$ cat config.mk
export PLATFORM = sky130hd
export DESIGN_NAME = romulus_tbc_sequencer
export DESIGN_NICKNAME = d
export VERILOG_FILES = /design/src/rtl/romulus_config_pkg.sv /design/src/rtl/romulus_rc_lfsr.sv /design/src/rtl/romulus_tbc_sequencer.sv
export SDC_FILE = /design/constraint.sdc
export NUM_CORES = 1
export LEC_CHECK = 0
export ABC_AREA = 1
export BUFFER_PORTS_ARGS = -buffer_cell sky130_fd_sc_hd__buf_4
export CAP_MARGIN = 20
export CORE_MARGIN = 2
export CORE_UTILIZATION = 52
export DETAILED_ROUTE_END_ITERATION = 10
export PLACE_DENSITY = 0.82
export SLEW_MARGIN = 20
export SYNTH_ARGS = -nofsm -noshare
export SYNTH_HDL_FRONTEND = slang
export SYNTH_SLANG_ARGS = --single-unit
$ cat constraint.sdc
create_clock -name clk -period 2.5 [get_ports clk]
set_input_delay 0.375 -clock clk [delete_from_list [all_inputs] [get_ports clk]]
set_output_delay 0.375 -clock clk [all_outputs]
set_load 0.03 [all_outputs]
$ cat src/rtl/romulus_config_pkg.sv
// Shared constants, state encoding and round-constant LFSR step for the Romulus TBC control path.
package romulus_config_pkg;

  localparam int          NUM_RNDS = 40;
  localparam int          RC_W     = 6;
  localparam logic [5:0]  RC_SEED  = 6'h00;

  typedef enum logic [1:0] {
    SEQ_IDLE  = 2'd0,
    SEQ_RUN   = 2'd1,
    SEQ_CORR  = 2'd2,
    SEQ_CSTEP = 2'd3
  } seq_state_t;

  // SKINNY 6-bit round-constant LFSR, one step
  function automatic logic [RC_W-1:0] rc_step(input logic [RC_W-1:0] rc);
    return {rc[4:0], ~(rc[5] ^ rc[4])};
  endfunction

endpackage

$ cat src/rtl/romulus_rc_lfsr.sv
// Combinational multi-step round-constant LFSR; emits the packed constants of one clock.
module romulus_rc_lfsr
  import romulus_config_pkg::*;
#(
  parameter int RNDS_PER_CLK = 1,
  localparam int CONSTW      = RC_W * RNDS_PER_CLK
) (
  input  logic [RC_W-1:0]   rc_in,
  output logic [CONSTW-1:0] rc_vec
);

  logic [RC_W-1:0] r;

  // round k of the clock lands at [6k+5:6k]; the top slice seeds the next clock
  always_comb begin
    rc_vec = '0;
    r      = rc_in;
    for (int k = 0; k < RNDS_PER_CLK; k++) begin
      r                    = rc_step(r);
      rc_vec[RC_W*k +: RC_W] = r;
    end
  end

endmodule

$ cat src/rtl/romulus_tbc_sequencer.sv
// Sequences one SKINNY-128-384 TBC call (rounds + tweakey correction) or a single counter step.
module romulus_tbc_sequencer
  import romulus_config_pkg::*;
#(
  parameter int RNDS_PER_CLK = 1,
  parameter int N_RNDS       = NUM_RNDS,
  localparam int CONSTW      = RC_W * RNDS_PER_CLK
) (
  input  logic              clk,
  input  logic              rst,
  input  logic              start,
  input  logic              cnt_step,
  output logic              busy,
  output logic              done,
  output logic [CONSTW-1:0] constant,
  output logic [5:0]        rnd,
  output logic              sen,
  output logic              senc,
  output logic              xen,
  output logic              xenc,
  output logic              yen,
  output logic              yenc,
  output logic              zen,
  output logic              zenc,
  output logic              correct_cnt
);

  localparam logic [5:0] RND_MAX  = 6'(N_RNDS);
  localparam logic [5:0] RND_STEP = 6'(RNDS_PER_CLK);
  localparam logic [5:0] RND_LAST = 6'(N_RNDS - RNDS_PER_CLK);

  seq_state_t        state_q, state_d;
  logic [CONSTW-1:0] rc_q;
  logic [CONSTW-1:0] rc_next;
  logic [RC_W-1:0]   lfsr_in;
  logic [5:0]        rnd_q;
  logic              done_q;

  // from IDLE the seed produces the first clock's constants
  assign lfsr_in = (state_q == SEQ_IDLE) ? RC_SEED : rc_q[CONSTW-1 -: RC_W];

  romulus_rc_lfsr #(.RNDS_PER_CLK(RNDS_PER_CLK)) u_rc_lfsr (
    .rc_in  (lfsr_in),
    .rc_vec (rc_next)
  );

  always_ff @(posedge clk) begin
    if (rst) begin
      state_q <= SEQ_IDLE;
      rc_q    <= '0;
      rnd_q   <= '0;
      done_q  <= 1'b0;
    end else begin
      state_q <= state_d;
      done_q  <= (state_q == SEQ_CORR) || (state_q == SEQ_CSTEP);
      if (state_q == SEQ_IDLE && start) begin
        rc_q  <= rc_next;
        rnd_q <= '0;
      end else if (state_q == SEQ_RUN) begin
        rc_q  <= rc_next;
        rnd_q <= (rnd_q > RND_MAX - RND_STEP) ? RND_MAX : rnd_q + RND_STEP;
      end
    end
  end

  always_comb begin
    state_d     = state_q;
    constant    = '0;
    sen         = 1'b0;
    senc        = 1'b0;
    xen         = 1'b0;
    xenc        = 1'b0;
    yen         = 1'b0;
    yenc        = 1'b0;
    zen         = 1'b0;
    zenc        = 1'b0;
    correct_cnt = 1'b0;
    case (state_q)
      SEQ_IDLE: begin
        if (start)         state_d = SEQ_RUN;
        else if (cnt_step) state_d = SEQ_CSTEP;
      end
      SEQ_RUN: begin
        {sen, senc, xen, xenc, yen, yenc, zen, zenc} = 8'hFF;
        constant = rc_q;
        if (rnd_q == RND_LAST) state_d = SEQ_CORR;
      end
      SEQ_CORR: begin
        // tweakey correction; state register holds the ciphertext
        xen     = 1'b1;
        yen     = 1'b1;
        zen     = 1'b1;
        state_d = SEQ_IDLE;
      end
      SEQ_CSTEP: begin
        zen         = 1'b1;
        correct_cnt = 1'b1;
        state_d     = SEQ_IDLE;
      end
      default: state_d = SEQ_IDLE;
    endcase
  end

  assign busy = (state_q != SEQ_IDLE);
  assign done = done_q;
  assign rnd  = rnd_q;

endmodule

# Yosys cells after proc, flatten, opt, wreduce, memory -nomap -nowiden
# Index checks and enable logic that the tools add are counted.
[totals] word_cells=37 input_bits=4 register_bits=15 output_inout_bits=23
[op_classes] add_sub_neg=1 order_cmp=1 n_mux=13 n_eq_ne=6 n_reduce_logical=10 n_bitwise=2
[op_table] operator="$mux W6" n=5
[op_table] operator="$add A6 B1 Y6 const B" n=1
[op_table] operator="$eq A6 B6 Y1 const B" n=1
[op_table] operator="$gt A6 B6 Y1 const B" n=1
[op_table] operator="$mux W2" n=3
[op_table] operator="$pmux W2 S3" n=1
[op_table] operator="$reduce_or A2 Y1" n=3
[op_table] operator="$eq A2 B2 Y1 const B" n=2
[op_table] operator="$mux W1" n=4
[op_table] operator="$reduce_bool A2 Y1" n=2
[op_table] operator="$ne A3 B3 Y1 const B" n=1
[op_table] operator="$reduce_or A3 Y1" n=1
[op_table] operator="$eq A2 B1 Y1 const B" n=1
[op_table] operator="$logic_not A2 Y1" n=1
[op_table] operator="$ne A2 B1 Y1 const B" n=1
[op_table] operator="$reduce_and A2 Y1" n=1
[op_table] operator="$logic_and A1 B1 Y1" n=1
[op_table] operator="$logic_or A1 B1 Y1" n=1
[op_table] operator="$not A1 Y1" n=1
[op_table] operator="$xor A1 B1 Y1" n=1

# Depth between registers and ports, before layout
# Gate-level depths: netlist (run 1).
[logic_depth] ltp_word=6 depth_mapped=9 ltp_nobuf=9

# By module
# A second synthesis (run 1) with hierarchy kept.
[hier_totals] hier_cells=131 hier_area_um2=988.4
[modules_own_cells] mod="romulus_tbc_sequencer" area_each_um2=932.1 seq_area_each_um2=300.3 cells_per_inst=121 instances=1
[modules_own_cells] mod="romulus_rc_lfsr" area_each_um2=56.3 seq_area_each_um2=0.0 cells_per_inst=10 instances=1

# Least setup slack after synthesis (run 1)
# OpenSTA, ideal clock, no wires.
[synth_path] path_type="register -> output" startpoint="register state_q[1]" endpoint="output port constant[5]" arrival_time_ps=1343 path_buffers=1 path_stages_with_launch=6 required_time_ps=2125 setup_slack_ps=782 path_cell_list="dfxtp_1 -> inv_1 -> ha_1 -> buf_6 -> nand2_1 -> inv_1"
[synth_via] elab_chain_len=2
[synth_rtl] element="start, declared" line="romulus_tbc_sequencer.sv:32" text="seq_state_t state_q, state_d;"
[synth_rtl] element="start signal, assigned" line="romulus_tbc_sequencer.sv:54" text="state_q <= state_d;"
[synth_rtl] element="$eq A2 B1 Y1" line="romulus_tbc_sequencer.sv:78" text="case (state_q)"
[synth_rtl] element="$mux W6" line="romulus_tbc_sequencer.sv:78"
[synth_rtl] element="end, declared" line="romulus_tbc_sequencer.sv:15" text="output logic [CONSTW-1:0] constant,"
# No other way between the ends.

# Final worst setup path (run 1)
[layout_path] startpoint="register state_q[1]" endpoint="output port constant[1]"
# The elaborated chain is that of the path after synthesis.

==> flow_summary.html, run 1 <==
<table>
<tr><th>Metric</th><th>Value</th></tr>
<tr><th colspan="2">Logic synthesis</th></tr>
<tr><td>Yosys top cell area share</td><td>36.8%</td></tr>
<tr><td>Top post-synthesis cells by area</td><td>sky130_fd_sc_hd__dfxtp_1, sky130_fd_sc_hd__nand2_1, sky130_fd_sc_hd__ha_1</td></tr>
<tr><td>Number of warning messages in the yosys log</td><td>0</td></tr>
<tr><td>Most used standard cells in the synthesized netlist</td><td>sky130_fd_sc_hd__nand2_1, sky130_fd_sc_hd__dfxtp_1, sky130_fd_sc_hd__inv_1</td></tr>
<tr><td>Synth Cell Area</td><td>817 µm²</td></tr>
<tr><td>Post-synthesis share of cell area spent on xor and xnor gates</td><td>0%</td></tr>
<tr><td>Primary flip-flop cell chosen by synthesis mapping</td><td>sky130_fd_sc_hd__dfxtp_1</td></tr>
<tr><td>Most frequent cell after synthesis</td><td>sky130_fd_sc_hd__nand2_1</td></tr>
<tr><td>EDFF count, synth</td><td>0</td></tr>
<tr><td>Syn Nets</td><td>127</td></tr>
<tr><td>Share of synthesized cell area in full adder, half adder and majority cells</td><td>9.19%</td></tr>
<tr><td>Post-Synthesis Cells</td><td>117</td></tr>
<tr><td>Post-synthesis share of cell area spent on and, or, nand and nor gates</td><td>28.5%</td></tr>
<tr><td>Multiplexer area fraction after synthesis</td><td>0%</td></tr>
<tr><td>Area fraction in compound gates after synthesis</td><td>10.4%</td></tr>
<tr><td>Mean instance size in the synthesized netlist</td><td>6.98 µm²</td></tr>
<tr><td>Count of distinct cell types in the synthesized netlist</td><td>18</td></tr>
<tr><td>Share of async-settable or async-resettable flops after synthesis</td><td>0%</td></tr>
<tr><td>Biggest area consumer among synthesized cells</td><td>sky130_fd_sc_hd__dfxtp_1</td></tr>
<tr><td>Share of the yosys chip area belonging to registers</td><td>36.8%</td></tr>
<tr><td>FF+latch count, synth</td><td>15</td></tr>
<tr><td>Largest family of logic cells by synthesized area</td><td>simple AND/OR/NAND/NOR gates</td></tr>
<tr><th colspan="2">Clocking</th></tr>
<tr><td>Depth of the CTS H-tree</td><td>1</td></tr>
<tr><td>Sinks on the clock net</td><td>15</td></tr>
<tr><td>Clock latency at the later pin of the worst-skew pair</td><td>280 ps</td></tr>
<tr><td>Buffer levels on the longest clock path</td><td>2</td></tr>
<tr><td>Resized cells post-CTS</td><td>0</td></tr>
<tr><td>Clock buffers created by TritonCTS</td><td>3</td></tr>
<tr><td>Number of buffers added to fix hold violations after cts</td><td>0</td></tr>
<tr><td>Clock Pin Slew Worst Setup and Hold Paths</td><td>90 ps</td></tr>
<tr><td>CTS tree</td><td>yes</td></tr>
<tr><td>Root Driver</td><td>sky130_fd_sc_hd__clkbuf_4</td></tr>
<tr><td>Number of buffers inserted by post-CTS setup repair</td><td>0</td></tr>
<tr><th colspan="2">Place</th></tr>
<tr><td>Routability Congestion</td><td>0.803</td></tr>
<tr><td>IO buf count</td><td>26</td></tr>
<tr><td>Half-perimeter wire length after placement</td><td>1250 µm</td></tr>
<tr><td>Post-placement worst setup slack</td><td>750 ps</td></tr>
<tr><td>Post-placement cell count</td><td>153</td></tr>
<tr><th colspan="2">Run</th></tr>
<tr><td>Max-cap violations</td><td>0</td></tr>
<tr><th colspan="2">Routing</th></tr>
<tr><td>DRC violation count after routing</td><td>0</td></tr>
<tr><td>Wire per inst</td><td>11.0 µm</td></tr>
<tr><td>Detailed-routing iteration count for the pre-antenna-repair pass</td><td>5</td></tr>
<tr><td>Vias/cell</td><td>5.01</td></tr>
<tr><td>Detailed-route via count</td><td>787</td></tr>
<tr><td>Drt total wl</td><td>1720 µm</td></tr>
<tr><td>Detailed Route Iter0 Violations</td><td>13</td></tr>
<tr><td>Antenna-violating nets left</td><td>0</td></tr>
<tr><th colspan="2">Timing</th></tr>
<tr><td>Post-route worst setup slack</td><td>423 ps</td></tr>
<tr><td>Max Clock Skew</td><td>0.846 ps</td></tr>
<tr><td>Slew at the pin closest to its max-slew limit</td><td>658 ps</td></tr>
<tr><td>Final Critical Period</td><td>2080 ps</td></tr>
<tr><td>Final clock period utilization by the worst path</td><td>83.1%</td></tr>
<tr><td>Final Max Tran Viols</td><td>0</td></tr>
<tr><td>Number of failing setup endpoints in the final timing report</td><td>0</td></tr>
<tr><td>Final setup TNS</td><td>0 ps</td></tr>
<tr><td>Maximum clock frequency</td><td>482 MHz</td></tr>
<tr><td>Hold Fails Final Rpt</td><td>0</td></tr>
<tr><td>Worst max-slew margin expressed relative to the limit</td><td>56.1%</td></tr>
<tr><td>RSZ-0062 raised after global routing</td><td>false</td></tr>
<tr><th colspan="2">Run status</th></tr>
<tr><td>Result of the run</td><td>completed</td></tr>
<tr><th colspan="2">Setup path</th></tr>
<tr><td>Worst reg2reg path depth</td><td>7</td></tr>
<tr><td>CP Capture Type</td><td>output port</td></tr>
<tr><td>Nature of the critical path startpoint</td><td>flip-flop</td></tr>
<tr><td>Arrival @ worst endpoint</td><td>1700 ps</td></tr>
<tr><td>Critical Path RT</td><td>2120 ps</td></tr>
<tr><td>Crit Path Category</td><td>flip-flop to output port</td></tr>
<tr><td>Largest fanout on the critical path</td><td>19</td></tr>
<tr><th colspan="2">Min path</th></tr>
<tr><td>Worst Hold Class</td><td>primary input to flip-flop</td></tr>
<tr><td>Worst hold path stage count</td><td>2</td></tr>
<tr><th colspan="2">Power and ir drop</th></tr>
<tr><td>Worst-case vdd ir drop</td><td>0.905 mV</td></tr>
<tr><td>Power density cells</td><td>1130 nW/µm²</td></tr>
<tr><td>Leak Pwr</td><td>0.515 nW</td></tr>
<tr><th colspan="2">Floorplan</th></tr>
<tr><td>I/O pin total</td><td>27</td></tr>
<tr><td>Area of the die</td><td>1900 µm²</td></tr>
<tr><td>Placement row count</td><td>14</td></tr>
<tr><td>Chip width</td><td>43.6 µm</td></tr>
<tr><td>Effective utilization at floorplan</td><td>54.9%</td></tr>
<tr><td>Placeable Area</td><td>1490 µm²</td></tr>
<tr><td>Die span in y</td><td>43.6 µm</td></tr>
<tr><th colspan="2">GRT</th></tr>
<tr><td>Antenna violations before repair</td><td>0</td></tr>
<tr><td>Largest net degree at the start of global routing</td><td>20</td></tr>
<tr><td>Via count of the first global-routing pass</td><td>710</td></tr>
<tr><td>Overflow left after global routing</td><td>0</td></tr>
<tr><td>Total routing resource utilization after global routing</td><td>20.3%</td></tr>
<tr><td>Global-route wire length before repair</td><td>2870 µm</td></tr>
<tr><th colspan="2">Layout</th></tr>
<tr><td>NumNets Final</td><td>152</td></tr>
<tr><td>Layout area overhead</td><td>23.6%</td></tr>
<tr><td>N_diodes</td><td>0</td></tr>
<tr><td>Layout cell share with drive strength beyond 1</td><td>24.8%</td></tr>
<tr><td>Post-Layout Cell Count</td><td>157</td></tr>
<tr><td>Share of the core filled with cells</td><td>67.8%</td></tr>
</table>
routing by layer:
layer	GRT usage (%)	wire length (µm)
met1	22.2	739
met2	36.5	896
met3	3.75	69
met4	10.9	15
met5	0	0
critical path, cell delays in order (launching register included):
cell and delay, ps:
sky130_fd_sc_hd__dfxtp_1 350, sky130_fd_sc_hd__inv_1 110, sky130_fd_sc_hd__ha_1 590, sky130_fd_sc_hd__nand2_1 130
sky130_fd_sc_hd__clkinv_1 90, sky130_fd_sc_hd__buf_4 160
placed cells by master, fill, tap and decap left out, drive strengths merged:
cell type | netlist | layout
nand2 | 33 | 33
buf | 6 | 26
dfxtp | 15 | 15
inv | 15 | 15
nor2 | 12 | 12
a21oi | 11 | 11
ha | 6 | 6
o21ai | 6 | 6
clkinv | 5 | 5
clkbuf | 0 | 4
nand3 | 3 | 3
nor3 | 3 | 3
nor4 | 2 | 2
state kept, by name, indices dropped and copies added (netlist names):
name     cells
done         1
rnd          6
state_q      2
rc_q         6
report_power, final:
group	total (mW)	internal [mW]	switching, mW
clock	0.140	0.0619	0.0778
sequential	0.309	0.277	0.0315
combinational	0.693	0.219	0.474
total	1.14	0.558	0.584
path summary, 6_finish.rpt:
check / start / to / slack, ps
worst min register to register: rc_q[2] / rc_q[2] / 480
worst min-delay path: rst / rc_q[4] / 300
worst max register to register: state_q[1] / rnd[3] / 740
worst max-delay path: state_q[1] / constant[1] / 420
through the flow:
step	instance area (µm²)	hold slack (ps)	power, mW
2_1_floorplan	817	434	0.852
3_3_place_gp	983	452	0.983
3_5_place_dp	983	459	1.00
4_1_cts	1010	296	1.14
5_1_grt	1010	298	1.21
6_report	1010	303	1.14
cell families after synthesis:
| kind of cell | after synthesis |
|---|---|
| AND/OR/NAND/NOR | 53 |
| buffers and inverters | 26 |
| AO/OA/AOI/OAI | 17 |
| flip-flops | 15 |
| adder cells (fa/ha/maj) | 6 |
final cells by class:
type                       count  area (µm²)
multi-input combinational     76         393
clock buffer                   4        26.3
fill                         137         479
sequential                    15         300
timing repair buffer          26         195
tap                           16        20.0
inverter                      20        75.1
No activity file was read; power rests on OpenSTA's default activity.
==> run 2, diff against run 1 <==
Settings changed: ABC_AREA 1 to 0, CORE_UTILIZATION 52 to 43, PLACE_DENSITY 0.82 to 0.72.
Clock period 2.5 ns to 1.8 ns, I/O delays scaled along.
==> flow_summary.html, run 2 <==
<table>
<tr><th>Metric</th><th>Value</th></tr>
<tr><th colspan="2">Run status</th></tr>
<tr><td>Result of the run</td><td>completed (unchanged)</td></tr>
<tr><th colspan="2">Min path</th></tr>
<tr><td>Worst hold path stage count</td><td>2 (unchanged)</td></tr>
<tr><td>Worst Hold Launch</td><td>rst (unchanged)</td></tr>
<tr><td>Worst Hold Class</td><td>primary input to flip-flop (unchanged)</td></tr>
<tr><th colspan="2">GRT</th></tr>
<tr><td>Largest net degree at the start of global routing</td><td>27 (was 20)</td></tr>
<tr><td>Antenna violations before repair</td><td>0 (unchanged)</td></tr>
<tr><td>Global-route wire length before repair</td><td>2370 µm (was 2870 µm)</td></tr>
<tr><td>Overflow left after global routing</td><td>0 (unchanged)</td></tr>
<tr><td>Total routing resource utilization after global routing</td><td>15.1% (was 20.3%)</td></tr>
<tr><td>Via count of the first global-routing pass</td><td>553 (was 710)</td></tr>
<tr><th colspan="2">Clocking</th></tr>
<tr><td>CTS tree</td><td>yes (unchanged)</td></tr>
<tr><td>Clock latency at the later pin of the worst-skew pair</td><td>280 ps (about the same)</td></tr>
<tr><td>Number of buffers inserted by post-CTS setup repair</td><td>0 (unchanged)</td></tr>
<tr><td>Clock buffers created by TritonCTS</td><td>3 (unchanged)</td></tr>
<tr><td>Number of buffers added to fix hold violations after cts</td><td>0 (unchanged)</td></tr>
<tr><td>Depth of the CTS H-tree</td><td>1 (unchanged)</td></tr>
<tr><td>Clock Pin Slew Worst Setup and Hold Paths</td><td>90 ps (about the same)</td></tr>
<tr><td>Sinks on the clock net</td><td>15 (unchanged)</td></tr>
<tr><td>Buffer levels on the longest clock path</td><td>2 (unchanged)</td></tr>
<tr><td>Root Driver</td><td>sky130_fd_sc_hd__clkbuf_4 (unchanged)</td></tr>
<tr><th colspan="2">Setup path</th></tr>
<tr><td>Nature of the critical path startpoint</td><td>flip-flop (unchanged)</td></tr>
<tr><td>Stages on the worst setup path</td><td>4 (was 5)</td></tr>
<tr><td>Worst reg2reg path depth</td><td>5 (was 7)</td></tr>
<tr><td>Reg2reg start</td><td>state_q[1] (unchanged)</td></tr>
<tr><td>Worst reg2reg path endpoint</td><td>state_q[1] (was rnd[3])</td></tr>
<tr><td>Worst setup path end</td><td>constant[1] (unchanged)</td></tr>
<tr><td>Cell-by-cell listing of the critical path</td><td>inv_1, ha_4, and2_1, buf_4 (was inv_1, ha_1, nand2_1, clkinv_1, buf_4)</td></tr>
<tr><td>Largest fanout on the critical path</td><td>26 (was 19)</td></tr>
<tr><td>Worst R2R Setup Slack</td><td>290 ps (was 740 ps)</td></tr>
<tr><td>Slowest stage cell, crit path</td><td>sky130_fd_sc_hd__dfxtp_1 (was sky130_fd_sc_hd__ha_1)</td></tr>
<tr><td>Critical Path Start</td><td>state_q[1] (unchanged)</td></tr>
<tr><td>Top Family by Delay on Critical Path</td><td>flip-flops (was adder cells)</td></tr>
<tr><td>CP Capture Type</td><td>output port (unchanged)</td></tr>
<tr><td>Critical Path RT</td><td>1530 ps (was 2120 ps)</td></tr>
<tr><td>Maximum single-stage delay on the critical path</td><td>340 ps (was 590 ps)</td></tr>
<tr><td>CP bufs+invs</td><td>2 (was 3)</td></tr>
<tr><td>Crit Path Category</td><td>flip-flop to output port (unchanged)</td></tr>
<tr><td>Arrival @ worst endpoint</td><td>1420 ps (was 1700 ps)</td></tr>
<tr><th colspan="2">Place</th></tr>
<tr><td>Standard cell area after detailed placement</td><td>996 µm² (was 983 µm²)</td></tr>
<tr><td>Half-perimeter wire length after placement</td><td>1140 µm (was 1250 µm)</td></tr>
<tr><td>IO buf count</td><td>26 (unchanged)</td></tr>
<tr><td>Routability Congestion</td><td>0.710 (was 0.803)</td></tr>
<tr><td>Post-placement cell count</td><td>134 (was 153)</td></tr>
<tr><td>Post-placement worst setup slack</td><td>153 ps (was 750 ps)</td></tr>
<tr><th colspan="2">Layout</th></tr>
<tr><td>NumNets Final</td><td>124 (was 152)</td></tr>
<tr><td>Top library cells by usage in the layout, fill and taps aside</td><td>sky130_fd_sc_hd__buf_4, sky130_fd_sc_hd__dfxtp_1, sky130_fd_sc_hd__nor2_1 (was sky130_fd_sc_hd__nand2_1, sky130_fd_sc_hd__buf_4, sky130_fd_sc_hd__dfxtp_1)</td></tr>
<tr><td>Layout cell share with drive strength beyond 1</td><td>29.2% (was 24.8%)</td></tr>
<tr><td>Share of the core filled with cells</td><td>58.6% (was 67.8%)</td></tr>
<tr><td>Post-Layout Cell Count</td><td>138 (was 157)</td></tr>
<tr><td>Layout area overhead</td><td>26.3% (was 23.6%)</td></tr>
<tr><td>N_diodes</td><td>0 (unchanged)</td></tr>
<tr><td>Commonest non-fill, non-tap cell in the layout</td><td>sky130_fd_sc_hd__buf_4 (was sky130_fd_sc_hd__nand2_1)</td></tr>
<tr><td>Post-Layout Inst Area</td><td>1030 µm² (was 1010 µm²)</td></tr>
<tr><th colspan="2">Routing</th></tr>
<tr><td>DRC violation count after routing</td><td>0 (unchanged)</td></tr>
<tr><td>Antenna-violating nets left</td><td>0 (unchanged)</td></tr>
<tr><td>Detailed-routing iteration count for the pre-antenna-repair pass</td><td>2 (was 5)</td></tr>
<tr><td>Detailed-route via count</td><td>690 (was 787)</td></tr>
<tr><td>Detailed Route Iter0 Violations</td><td>7 (was 13)</td></tr>
<tr><td>Vias/cell</td><td>5.00 (was 5.01)</td></tr>
<tr><td>Wire per inst</td><td>11.2 µm (was 11.0 µm)</td></tr>
<tr><td>Drt total wl</td><td>1550 µm (was 1720 µm)</td></tr>
<tr><th colspan="2">Floorplan</th></tr>
<tr><td>Area of the die</td><td>2270 µm² (was 1900 µm²)</td></tr>
<tr><td>Placement row count</td><td>15 (was 14)</td></tr>
<tr><td>Placeable Area</td><td>1760 µm² (was 1490 µm²)</td></tr>
<tr><td>Chip width</td><td>47.6 µm (was 43.6 µm)</td></tr>
<tr><td>Effective utilization at floorplan</td><td>46.4% (was 54.9%)</td></tr>
<tr><td>Die span in y</td><td>47.6 µm (was 43.6 µm)</td></tr>
<tr><td>I/O pin total</td><td>27 (unchanged)</td></tr>
<tr><th colspan="2">Timing</th></tr>
<tr><td>Worst max-slew margin expressed relative to the limit</td><td>74.0% (was 56.1%)</td></tr>
<tr><td>Final clock period utilization by the worst path</td><td>94.1%</td></tr>
<tr><td>Post-route worst setup slack</td><td>107 ps (was 423 ps)</td></tr>
<tr><td>Max Clock Skew</td><td>4.92 ps (was 0.846 ps)</td></tr>
<tr><td>Maximum clock frequency</td><td>591 MHz</td></tr>
<tr><td>Hold Fails Final Rpt</td><td>0 (unchanged)</td></tr>
<tr><td>Final Critical Period</td><td>1690 ps</td></tr>
<tr><td>Number of failing setup endpoints in the final timing report</td><td>0 (unchanged)</td></tr>
<tr><td>Slew at the pin closest to its max-slew limit</td><td>390 ps (was 658 ps)</td></tr>
<tr><td>Final Max Tran Viols</td><td>0 (unchanged)</td></tr>
<tr><td>RSZ-0062 raised after global routing</td><td>false (unchanged)</td></tr>
<tr><td>Final setup TNS</td><td>0 ps (unchanged)</td></tr>
<tr><td>Hold_ws</td><td>216 ps (was 303 ps)</td></tr>
<tr><th colspan="2">Logic synthesis</th></tr>
<tr><td>Syn Nets</td><td>101 (was 127)</td></tr>
<tr><td>Share of async-settable or async-resettable flops after synthesis</td><td>0% (unchanged)</td></tr>
<tr><td>Biggest area consumer among synthesized cells</td><td>sky130_fd_sc_hd__dfxtp_1 (unchanged)</td></tr>
<tr><td>Synth Cell Area</td><td>818 µm² (was 817 µm²)</td></tr>
<tr><td>Number of warning messages in the yosys log</td><td>0 (unchanged)</td></tr>
<tr><td>Yosys top cell area share</td><td>36.7% (was 36.8%)</td></tr>
<tr><td>EDFF count, synth</td><td>0 (unchanged)</td></tr>
<tr><td>Post-Synthesis Cells</td><td>91 (was 117)</td></tr>
<tr><td>Share of the yosys chip area belonging to registers</td><td>36.7% (was 36.8%)</td></tr>
<tr><td>Mean instance size in the synthesized netlist</td><td>8.99 µm² (was 6.98 µm²)</td></tr>
<tr><td>Count of distinct cell types in the synthesized netlist</td><td>32 (was 18)</td></tr>
<tr><td>Most frequent cell after synthesis</td><td>sky130_fd_sc_hd__dfxtp_1 (was sky130_fd_sc_hd__nand2_1)</td></tr>
<tr><td>Primary flip-flop cell chosen by synthesis mapping</td><td>sky130_fd_sc_hd__dfxtp_1 (unchanged)</td></tr>
<tr><td>Top post-synthesis cells by area</td><td>sky130_fd_sc_hd__dfxtp_1, sky130_fd_sc_hd__ha_1, sky130_fd_sc_hd__and2_1 (was sky130_fd_sc_hd__dfxtp_1, sky130_fd_sc_hd__nand2_1, sky130_fd_sc_hd__ha_1)</td></tr>
<tr><td>FF+latch count, synth</td><td>15 (unchanged)</td></tr>
<tr><td>Most used standard cells in the synthesized netlist</td><td>sky130_fd_sc_hd__dfxtp_1, sky130_fd_sc_hd__nor2_1, sky130_fd_sc_hd__and2_1, sky130_fd_sc_hd__ha_1, sky130_fd_sc_hd__inv_1 (was sky130_fd_sc_hd__nand2_1, sky130_fd_sc_hd__dfxtp_1, sky130_fd_sc_hd__inv_1)</td></tr>
<tr><th colspan="2">Power and ir drop</th></tr>
<tr><td>Worst-case vdd ir drop</td><td>0.766 mV (was 0.905 mV)</td></tr>
<tr><td>Leak Pwr</td><td>0.464 nW (was 0.515 nW)</td></tr>
<tr><td>Power density cells</td><td>1200 nW/µm² (was 1130 nW/µm²)</td></tr>
<tr><td>Tot Pwr</td><td>1.24 mW (was 1.14 mW)</td></tr>
<tr><th colspan="2">Run</th></tr>
<tr><td>Max-cap violations</td><td>0 (unchanged)</td></tr>
</table>
[run 2: power by group]
group          internal, mW  total (mW)  switching [mW]  leakage, nW
combinational         0.241       0.656           0.416        0.327
sequential            0.366       0.396          0.0306        0.122
clock                0.0860       0.192           0.106       0.0150
total                 0.693        1.24           0.552        0.464
[run 2: cell families after synthesis]
kind of cell    share of synthesized area [%]
fa+ha+maj                                9.17
buf+inv                                  9.02
compound gates                           15.3
simple gates                             22.9
xor+xnor                                 4.28
flops                                    36.7
mux                                      2.60
[run 2: per-layer routing]
layer | wire, µm | share of wire (%) | up-vias | GRT usage, %
li1 | - | - | 358 | -
met1 | 755 | 49 | 309 | 19.0
met2 | 676 | 44 | 21 | 24.1
met3 | 112 | 7.2 | 2 | 7.92
met4 | 6 | 0.39 | 0 | 1.62
met5 | 0 | 0 | - | 0
[run 2: cell type report]
cell class / instances / area, µm²
fill: 175 / 731
multi-input combinational: 62 / 457
sequential: 15 / 302
timing repair buffer: 26 / 195
tap: 25 / 31.3
clock buffer: 4 / 26.3
inverter: 6 / 22.5
[run 2: worst min-delay path by stage]
stage	end
2_1_floorplan	rc_q[0]
6_report	state_q[0]
3_5_place_dp	rc_q[0]
4_1_cts	state_q[0]
3_3_place_gp	rc_q[0]
5_1_grt	state_q[0]
[run 2: repair_timing]
| item | CTS | global route |
|---|---|---|
| gates resized for setup | 1 | 1 |
| pin swaps | 0 | 0 |
| endpoints found under the setup margin | 6 | 1 |
